## src/rtl/encoder_8b10b_tx_if.sv

```systemverilog
// Byte-in / symbol-out bundle for the 8b10b transmit encoder.
interface encoder_8b10b_tx_if;
   logic       enable_i;
   logic [7:0] data_i;
   logic       valid_i;
   logic       ready_o;
   logic [9:0] out10b_o;
   logic       out_valid_o;
   logic       training_o;

   modport master (
      output enable_i, data_i, valid_i,
      input  ready_o, out10b_o, out_valid_o, training_o
   );

   modport slave (
      input  enable_i, data_i, valid_i,
      output ready_o, out10b_o, out_valid_o, training_o
   );
endinterface

```

## src/rtl/encoder_8b10b_tx.sv

```systemverilog
// 8b->10b dual-half encoder with training burst. One registered symbol per cycle.
// ready depends only on state, so upstream sees full throughput in DATA and IDLE fill in gaps.
module encoder_8b10b_tx #(
   parameter int TRAIN_LEN_P = 16
) (
   input  logic               clk_i,
   input  logic               reset_n_i,
   encoder_8b10b_tx_if.slave  bus
);
   localparam int CW = (TRAIN_LEN_P > 0) ? $clog2(TRAIN_LEN_P + 1) : 1;
   localparam logic [CW-1:0] LAST_C = CW'((TRAIN_LEN_P > 0) ? TRAIN_LEN_P - 1 : 0);
   localparam logic [9:0] IDLE_C = 10'h29A;

   typedef enum logic [1:0] {OFF, TRAIN, DATA} state_t;

   state_t        state_q;
   logic [CW-1:0] cnt_q;
   logic [9:0]    out10b_q;
   logic          out_valid_q;
   logic [9:0]    code_d;

   function automatic logic [4:0] h3(input logic [3:0] i);
      case (i)
         4'd0: h3 = 5'b00111;  4'd1: h3 = 5'b01011;
         4'd2: h3 = 5'b01101;  4'd3: h3 = 5'b01110;
         4'd4: h3 = 5'b10011;  4'd5: h3 = 5'b10101;
         4'd6: h3 = 5'b10110;  4'd7: h3 = 5'b11001;
         4'd8: h3 = 5'b11010;  4'd9: h3 = 5'b11100;
         default: h3 = 5'b00000;
      endcase
   endfunction

   function automatic logic [4:0] h2(input logic [3:0] i);
      case (i)
         4'd0: h2 = 5'b00011;  4'd1: h2 = 5'b00101;
         4'd2: h2 = 5'b00110;  4'd3: h2 = 5'b01010;
         4'd4: h2 = 5'b01100;  4'd5: h2 = 5'b01001;
         4'd6: h2 = 5'b10001;  4'd7: h2 = 5'b10010;
         4'd8: h2 = 5'b10100;  4'd9: h2 = 5'b11000;
         default: h2 = 5'b00000;
      endcase
   endfunction

   function automatic logic [4:0] h4(input logic [2:0] i);
      case (i)
         3'd0: h4 = 5'b11110;  3'd1: h4 = 5'b11101;
         3'd2: h4 = 5'b11011;  3'd3: h4 = 5'b10111;
         3'd4: h4 = 5'b01111;
         default: h4 = 5'b00000;
      endcase
   endfunction

   function automatic logic [4:0] h1(input logic [2:0] i);
      case (i)
         3'd0: h1 = 5'b00001;  3'd1: h1 = 5'b00010;
         3'd2: h1 = 5'b00100;  3'd3: h1 = 5'b01000;
         3'd4: h1 = 5'b10000;
         default: h1 = 5'b00000;
      endcase
   endfunction

   // 00-7F use the 8x8 grids; 80-FF spend the spare H3/H2 codes and the H4/H1 pairs.
   function automatic logic [9:0] enc(input logic [7:0] b);
      logic [9:0] r;
      r = '0;
      if (!b[7]) begin
         r = b[6] ? {h2({1'b0, b[5:3]}), h3({1'b0, b[2:0]})}
                  : {h3({1'b0, b[5:3]}), h2({1'b0, b[2:0]})};
      end else begin
         case (b[6:4])
            3'd0: r = {h3({3'b100, b[3]}), h2({1'b0, b[2:0]})};
            3'd1: r = {h2({3'b100, b[3]}), h3({1'b0, b[2:0]})};
            3'd2: r = {h3({1'b0, b[2:0]}), h2({3'b100, b[3]})};
            3'd3: r = {h2({1'b0, b[2:0]}), h3({3'b100, b[3]})};
            3'd4: r = {h4({1'b0, b[3:2]}), h1({1'b0, b[1:0]})};
            3'd5: r = {h1({1'b0, b[3:2]}), h4({1'b0, b[1:0]})};
            3'd6: begin
               case (b[3:2])
                  2'd0:    r = {h4(3'd4), h1({1'b0, b[1:0]})};
                  2'd1:    r = {h1(3'd4), h4({1'b0, b[1:0]})};
                  2'd2:    r = {h4({1'b0, b[1:0]}), h1(3'd4)};
                  default: r = {h1({1'b0, b[1:0]}), h4(3'd4)};
               endcase
            end
            default: begin
               if (b[3])       r = {h3(4'd8), h3({1'b0, b[2:0]})};
               else if (!b[2]) r = {h3({3'b100, b[1]}), h2({3'b100, b[0]})};
               else if (!b[1]) r = {h2(4'd9), h3({3'b100, b[0]})};
               else if (!b[0]) r = {h4(3'd4), h1(3'd4)};
               else            r = {h1(3'd4), h4(3'd4)};
            end
         endcase
      end
      return r;
   endfunction

   always_comb begin
      code_d = enc(bus.data_i);
   end

   always_ff @(posedge clk_i or negedge reset_n_i) begin
      if (!reset_n_i) begin
         state_q     <= OFF;
         cnt_q       <= '0;
         out10b_q    <= '0;
         out_valid_q <= 1'b0;
      end else begin
         case (state_q)
            OFF: begin
               out_valid_q <= 1'b0;
               out10b_q    <= '0;
               if (bus.enable_i) state_q <= (TRAIN_LEN_P == 0) ? DATA : TRAIN;
            end
            TRAIN: begin
               out_valid_q <= 1'b1;
               out10b_q    <= IDLE_C;
               if (!bus.enable_i) begin
                  state_q <= OFF;
                  cnt_q   <= '0;
               end else if (cnt_q == LAST_C) begin
                  state_q <= DATA;
                  cnt_q   <= '0;
               end else begin
                  cnt_q <= cnt_q + CW'(1);
               end
            end
            DATA: begin
               out_valid_q <= 1'b1;
               out10b_q    <= bus.valid_i ? code_d : IDLE_C;
               if (!bus.enable_i) state_q <= OFF;
            end
            default: state_q <= OFF;
         endcase
      end
   end

   assign bus.ready_o     = (state_q == DATA);
   assign bus.training_o  = (state_q == TRAIN);
   assign bus.out10b_o    = out10b_q;
   assign bus.out_valid_o = out_valid_q;
endmodule

```

## src/flat_wrapper.sv

```systemverilog
// flat-port wrapper written by rule: the top's interface ports become plain ports
module encoder_8b10b_tx_flat 
#(
   parameter int TRAIN_LEN_P = 16
)
  (clk_i, reset_n_i, bus_enable_i, bus_data_i, bus_valid_i, bus_ready_o, bus_out10b_o, bus_out_valid_o, bus_training_o);
  encoder_8b10b_tx_if bus_i ();
  input  logic clk_i;
  input  logic reset_n_i;
  input wire logic [$bits(bus_i.enable_i)-1:0] bus_enable_i;
  input wire logic [$bits(bus_i.data_i)-1:0] bus_data_i;
  input wire logic [$bits(bus_i.valid_i)-1:0] bus_valid_i;
  output wire logic [$bits(bus_i.ready_o)-1:0] bus_ready_o;
  output wire logic [$bits(bus_i.out10b_o)-1:0] bus_out10b_o;
  output wire logic [$bits(bus_i.out_valid_o)-1:0] bus_out_valid_o;
  output wire logic [$bits(bus_i.training_o)-1:0] bus_training_o;
  assign bus_i.enable_i = bus_enable_i;
  assign bus_i.data_i = bus_data_i;
  assign bus_i.valid_i = bus_valid_i;
  assign bus_ready_o = bus_i.ready_o;
  assign bus_out10b_o = bus_i.out10b_o;
  assign bus_out_valid_o = bus_i.out_valid_o;
  assign bus_training_o = bus_i.training_o;
  encoder_8b10b_tx #(.TRAIN_LEN_P(TRAIN_LEN_P)) u_core (.clk_i(clk_i), .reset_n_i(reset_n_i), .bus(bus_i));
endmodule
```

## config.mk

```make
export PLATFORM = sky130hd
export DESIGN_NAME = encoder_8b10b_tx_flat
export DESIGN_NICKNAME = d
export VERILOG_FILES = /design/src/rtl/encoder_8b10b_tx_if.sv /design/src/rtl/encoder_8b10b_tx.sv /design/src/flat_wrapper.sv
export SDC_FILE = /design/constraint.sdc
export NUM_CORES = 1
export LEC_CHECK = 0
export CAP_MARGIN = 25
export CELL_PAD_IN_SITES_DETAIL_PLACEMENT = 0
export CELL_PAD_IN_SITES_GLOBAL_PLACEMENT = 1
export CORE_MARGIN = 1
export CORE_UTILIZATION = 35
export DETAILED_ROUTE_END_ITERATION = 6
export MAX_ROUTING_LAYER = met4
export PLACE_DENSITY = 0.73
export SYNTH_ARGS = -nofsm -noshare
export SYNTH_HDL_FRONTEND = slang
export SYNTH_SLANG_ARGS = --single-unit
export TNS_END_PERCENT = 20
```

## constraint.sdc

```tcl
create_clock -name clk_i -period 1.8 [get_ports clk_i]
set_clock_uncertainty 0.1 [all_clocks]
set_input_delay 0.45 -clock clk_i [delete_from_list [all_inputs] [get_ports clk_i]]
set_output_delay 0.45 -clock clk_i [all_outputs]
set_load 0.01 [all_outputs]
```

==> load_flow_metrics.sql, run 1 <==
INSERT INTO impl_metrics (metric_group, metric, value, unit) VALUES
('status', 'run_status', 'finished with violations', ''),
('status', 'violations', 'setup timing', ''),
('detailed_routing', 'wire_per_inst', '17.7', 'um'),
('critical_path', 'setup.reg_to_reg.worst_slack', '-0.03', 'ns'),
('place', 'port_buffers', '24', ''),
('timing', 'fin_ws', '-0.0889', 'ns'),
('synth', 'synth_top_area_share', '19.5', '%'),
('synth', 'synth_top_cell_by_area', 'dfrtp_1', ''),
('detailed_routing', 'routed-via-count', '2784', ''),
('synth', 'share_of_async_settable_or_async_resettable_flops_after_synthesis', '100', '%'),
('timing', 'period_needed', '1.89', 'ns'),
('detailed_routing', 'route.detailed.drc', '0', ''),
('global_routing', 'global_route_wire_length_before_repair', '14.0', 'mm'),
('pwr', 'power_density', '630', 'nW/um^2'),
('synth', 'synth.cells.most_frequent', '27 x ha_1, 26 x nand2_1, 19 x a21oi_1, 18 x dfrtp_1, 18 x nor2_1', ''),
('floorplan', 'fp.dieH', '83.2', 'um'),
('final_layout', 'layout-drive-gt1-share', '44.0', '%'),
('synth', 'synth_most_common_cell', 'ha_1', ''),
('clocking', 'root_buffer', 'clkbuf_8', ''),
('timing', 'timing_max_transition_violations_final', '0', ''),
('floorplan', 'dieWidth', '83.2', 'um'),
('critical_path', 'critical_setup_path_class', 'primary input to register', ''),
('floorplan', 'ios', '25', ''),
('global_routing', 'number_of_global_route_vias_before_repair', '2841', ''),
('timing', 'fin_setup_tns', '-0.355', 'ns'),
('floorplan', 'fp.dieArea', '6920', 'sq um'),
('synth', 'synthesis.nets', '328', ''),
('final_layout', 'area.growth.synth_to_final', '67.1', '%'),
('detailed_routing', 'finalWirelength', '8.59', 'mm'),
('critical_path', 'timing.rr.start', 'u_core.state_q[1]', ''),
('detailed_routing', 'detail_route.vias_per_cell', '5.73', ''),
('clocking', 'cts_sinks', '18', ''),
('timing', 'total_count_of_hold_check_failures_in_the_final_report', '0', ''),
('synth', 'yosysWarningCount', '0', ''),
('final_layout', 'final_nets', '449', ''),
('critical_path', 'endpoint_arrival_time_on_the_critical_path', '1.94', 'ns'),
('critical_path', 'ff2ff_path_depth', '8', ''),
('place', 'routabilityCongestion', '1.00', ''),
('synth', 'post_synth.cell_area_avg', '7.98', 'sq um'),
('timing', 'timing.max_slew.rel_slack', '76.8', '%'),
('critical_path', 'cp_max_fo', '5', ''),
('clocking', 'tritoncts_clock_tree', 'yes', ''),
('timing', 'max_freq', '0.529', 'GHz'),
('floorplan', 'floorplan.initialDensity', '36.3', '%'),
('critical_path', 'end_kind', 'register', ''),
('critical_path', 'end_of_the_worst_register_to_register_path', 'u_core.bus.out10b_o[7]', ''),
('clocking', 'clock_insertion_delay_worst_skew', '0.26', 'ns'),
('detailed_routing', 'count_of_routing_violations_after_the_opening_detailed_route_iteration', '145', ''),
('global_routing', 'grt_antenna_before_repair', '0', ''),
('critical_path', 'worstSetupStartpointType', 'primary input', ''),
('global_routing', 'grtUsageTotal', '26.0', '%'),
('global_routing', 'gr-total-overflow', '0', ''),
('synth', 'syn-instance-count', '289', ''),
('timing', 'final-setup-viol-count', '8', ''),
('floorplan', 'core.rowCount', '29', ''),
('final_layout', 'antenna-diode-count', '0', ''),
('worst_hold_path', 'holdPathEnd', 'u_core.bus.out_valid_o', ''),
('global_routing', 'grt_max_degree', '19', ''),
('synth', 'ys_dominant_reg_cell', 'dfrtp_1', ''),
('synth', 'synth_cell_types', '62', ''),
('run', 'cap_violations', '0', ''),
('clocking', 'clk_pin_slew', '0.07', 'ns'),
('clocking', 'cts_max_level', '1', ''),
('detailed_routing', 'antenna_left', '0', ''),
('critical_path', 'data_required_time_of_the_worst_path', '1.85', 'ns'),
('timing', 'tightest_slew', '0.348', 'ns'),
('synth', 'synth-edff-count', '0', ''),
('timing', 'finalCritPeriodShare', '105', '%'),
('synth', 'yosysSeqAreaShare', '19.5', '%'),
('timing', 'rsz0062_at_grt', 'yes', ''),
('final_layout', 'filler_cells', '541', '');
per-stage QoR:
stage	instances	power [uW]	util (%)	hold slack (ns)	area (sq um)
after detailed placement	471	1940	52.4	0.399	3330
final	486	2430	60.7	0.406	3850
after global routing	486	2600	60.7	0.439	3850
after CTS	486	2380	59.4	0.415	3770
after floorplan	289	1260	-	0.0544	2340
after global placement	471	1900	52.4	0.366	3330
per-layer routing:
metal	up-vias	part of all wire (%)	global-route usage [%]
li1	1321	-	-
met1	1341	43	31.9
met2	94	49	42.4
met3	28	5.1	3.58
met4	0	3.4	11.6
met5	-	0	-
worst max-delay path, stage by stage:
cell and delay [ns]:
buf_8 0.07, clkinvlp_4 0.16, ha_4 0.21, nand2b_4 0.14, a2111o_1 0.37, o211ai_1 0.14, o2111ai_1 0.15, a32o_1 0.23
flip-flops by register name, indices dropped and copies added (netlist names):
register	flops
u_core.bus.out_valid_o	1
u_core.bus.out10b_o	10
u_core.state_q	2
u_core.cnt_q	5
cells in the final DEF (no fill, tap or decap), types with 4 or more instances in the layout:
cell type / instances
a21oi_1: 15
a21oi_2: 4
a221oi_2: 4
nor2_1: 15
buf_4: 96
mux2i_1: 4
ha_4: 9
nand2b_4: 4
o21ai_1: 9
inv_1: 13
clkbuf_8: 4
dfrtp_1: 18
o211ai_1: 7
nand3_1: 6
nand2b_1: 11
nor2b_1: 6
ha_1: 16
clkdlybuf4s50_1: 14
nand2_1: 22
o21ai_0: 13
dlygate4sd2_1: 4
buf_6: 7
buf_2: 5
how the worst max path moves through the flow:
| stage | slack [ns] | depth (start not counted) | to | startpoint |
|---|---|---|---|---|
| floorplan | -0.22 | 7 | u_core.bus.out10b_o[2] | bus_data_i[3] |
| global placement | -0.88 | 9 | u_core.bus.out10b_o[1] | bus_data_i[3] |
| detailed placement | -0.93 | 9 | u_core.bus.out10b_o[1] | bus_data_i[3] |
| CTS | -0.12 | 8 | u_core.bus.out10b_o[2] | bus_data_i[3] |
| global route | -0.14 | 8 | u_core.bus.out10b_o[2] | bus_data_i[3] |
| finish | -0.09 | 8 | u_core.bus.out10b_o[2] | bus_data_i[3] |
what timing repair did:
action,in CTS,in global routing
resized for setup,92,18
hold buffers,0,0
cloned,2,0
buffers inserted,10,1
endpoints found under the setup margin,13,13
pin swaps,18,11
cell families (layout without fill, tap and decap cells):
group | after synthesis | count (layout) | synth area share [%]
simple gates | 85 | 85 | 18.3
buf+inv | 36 | 156 | 7.87
fa+ha+maj | 27 | 27 | 14.6
mux | 7 | 7 | 3.20
xor+xnor | 2 | 2 | 0.760
flops | 18 | 18 | 19.5
compound gates | 114 | 114 | 35.6
cell type report:
type | count | area [sq um] | share of cell area [%]
well taps | 77 | 96.3 | 2.50
inverters | 19 | 80.1 | 2.08
multi-input cells | 235 | 2020 | 52.5
repair buffers | 133 | 1150 | 29.8
clock buffers | 4 | 55.1 | 1.43
flip-flops and latches | 18 | 450 | 11.7
power breakdown:
group | switching (uW) | leakage (uW) | internal (uW)
registers | 73.9 | 0.000241 | 507
clock network | 144 | 0.0000288 | 195
logic | 721 | 0.00145 | 786
Power figures use the tool's default switching activity.
==> run 2, diff against run 1 <==
- CAP_MARGIN: 25 -> not set
==> results of run 2 <==
The final DEF is identical to that of run 1; final timing and power are the same.
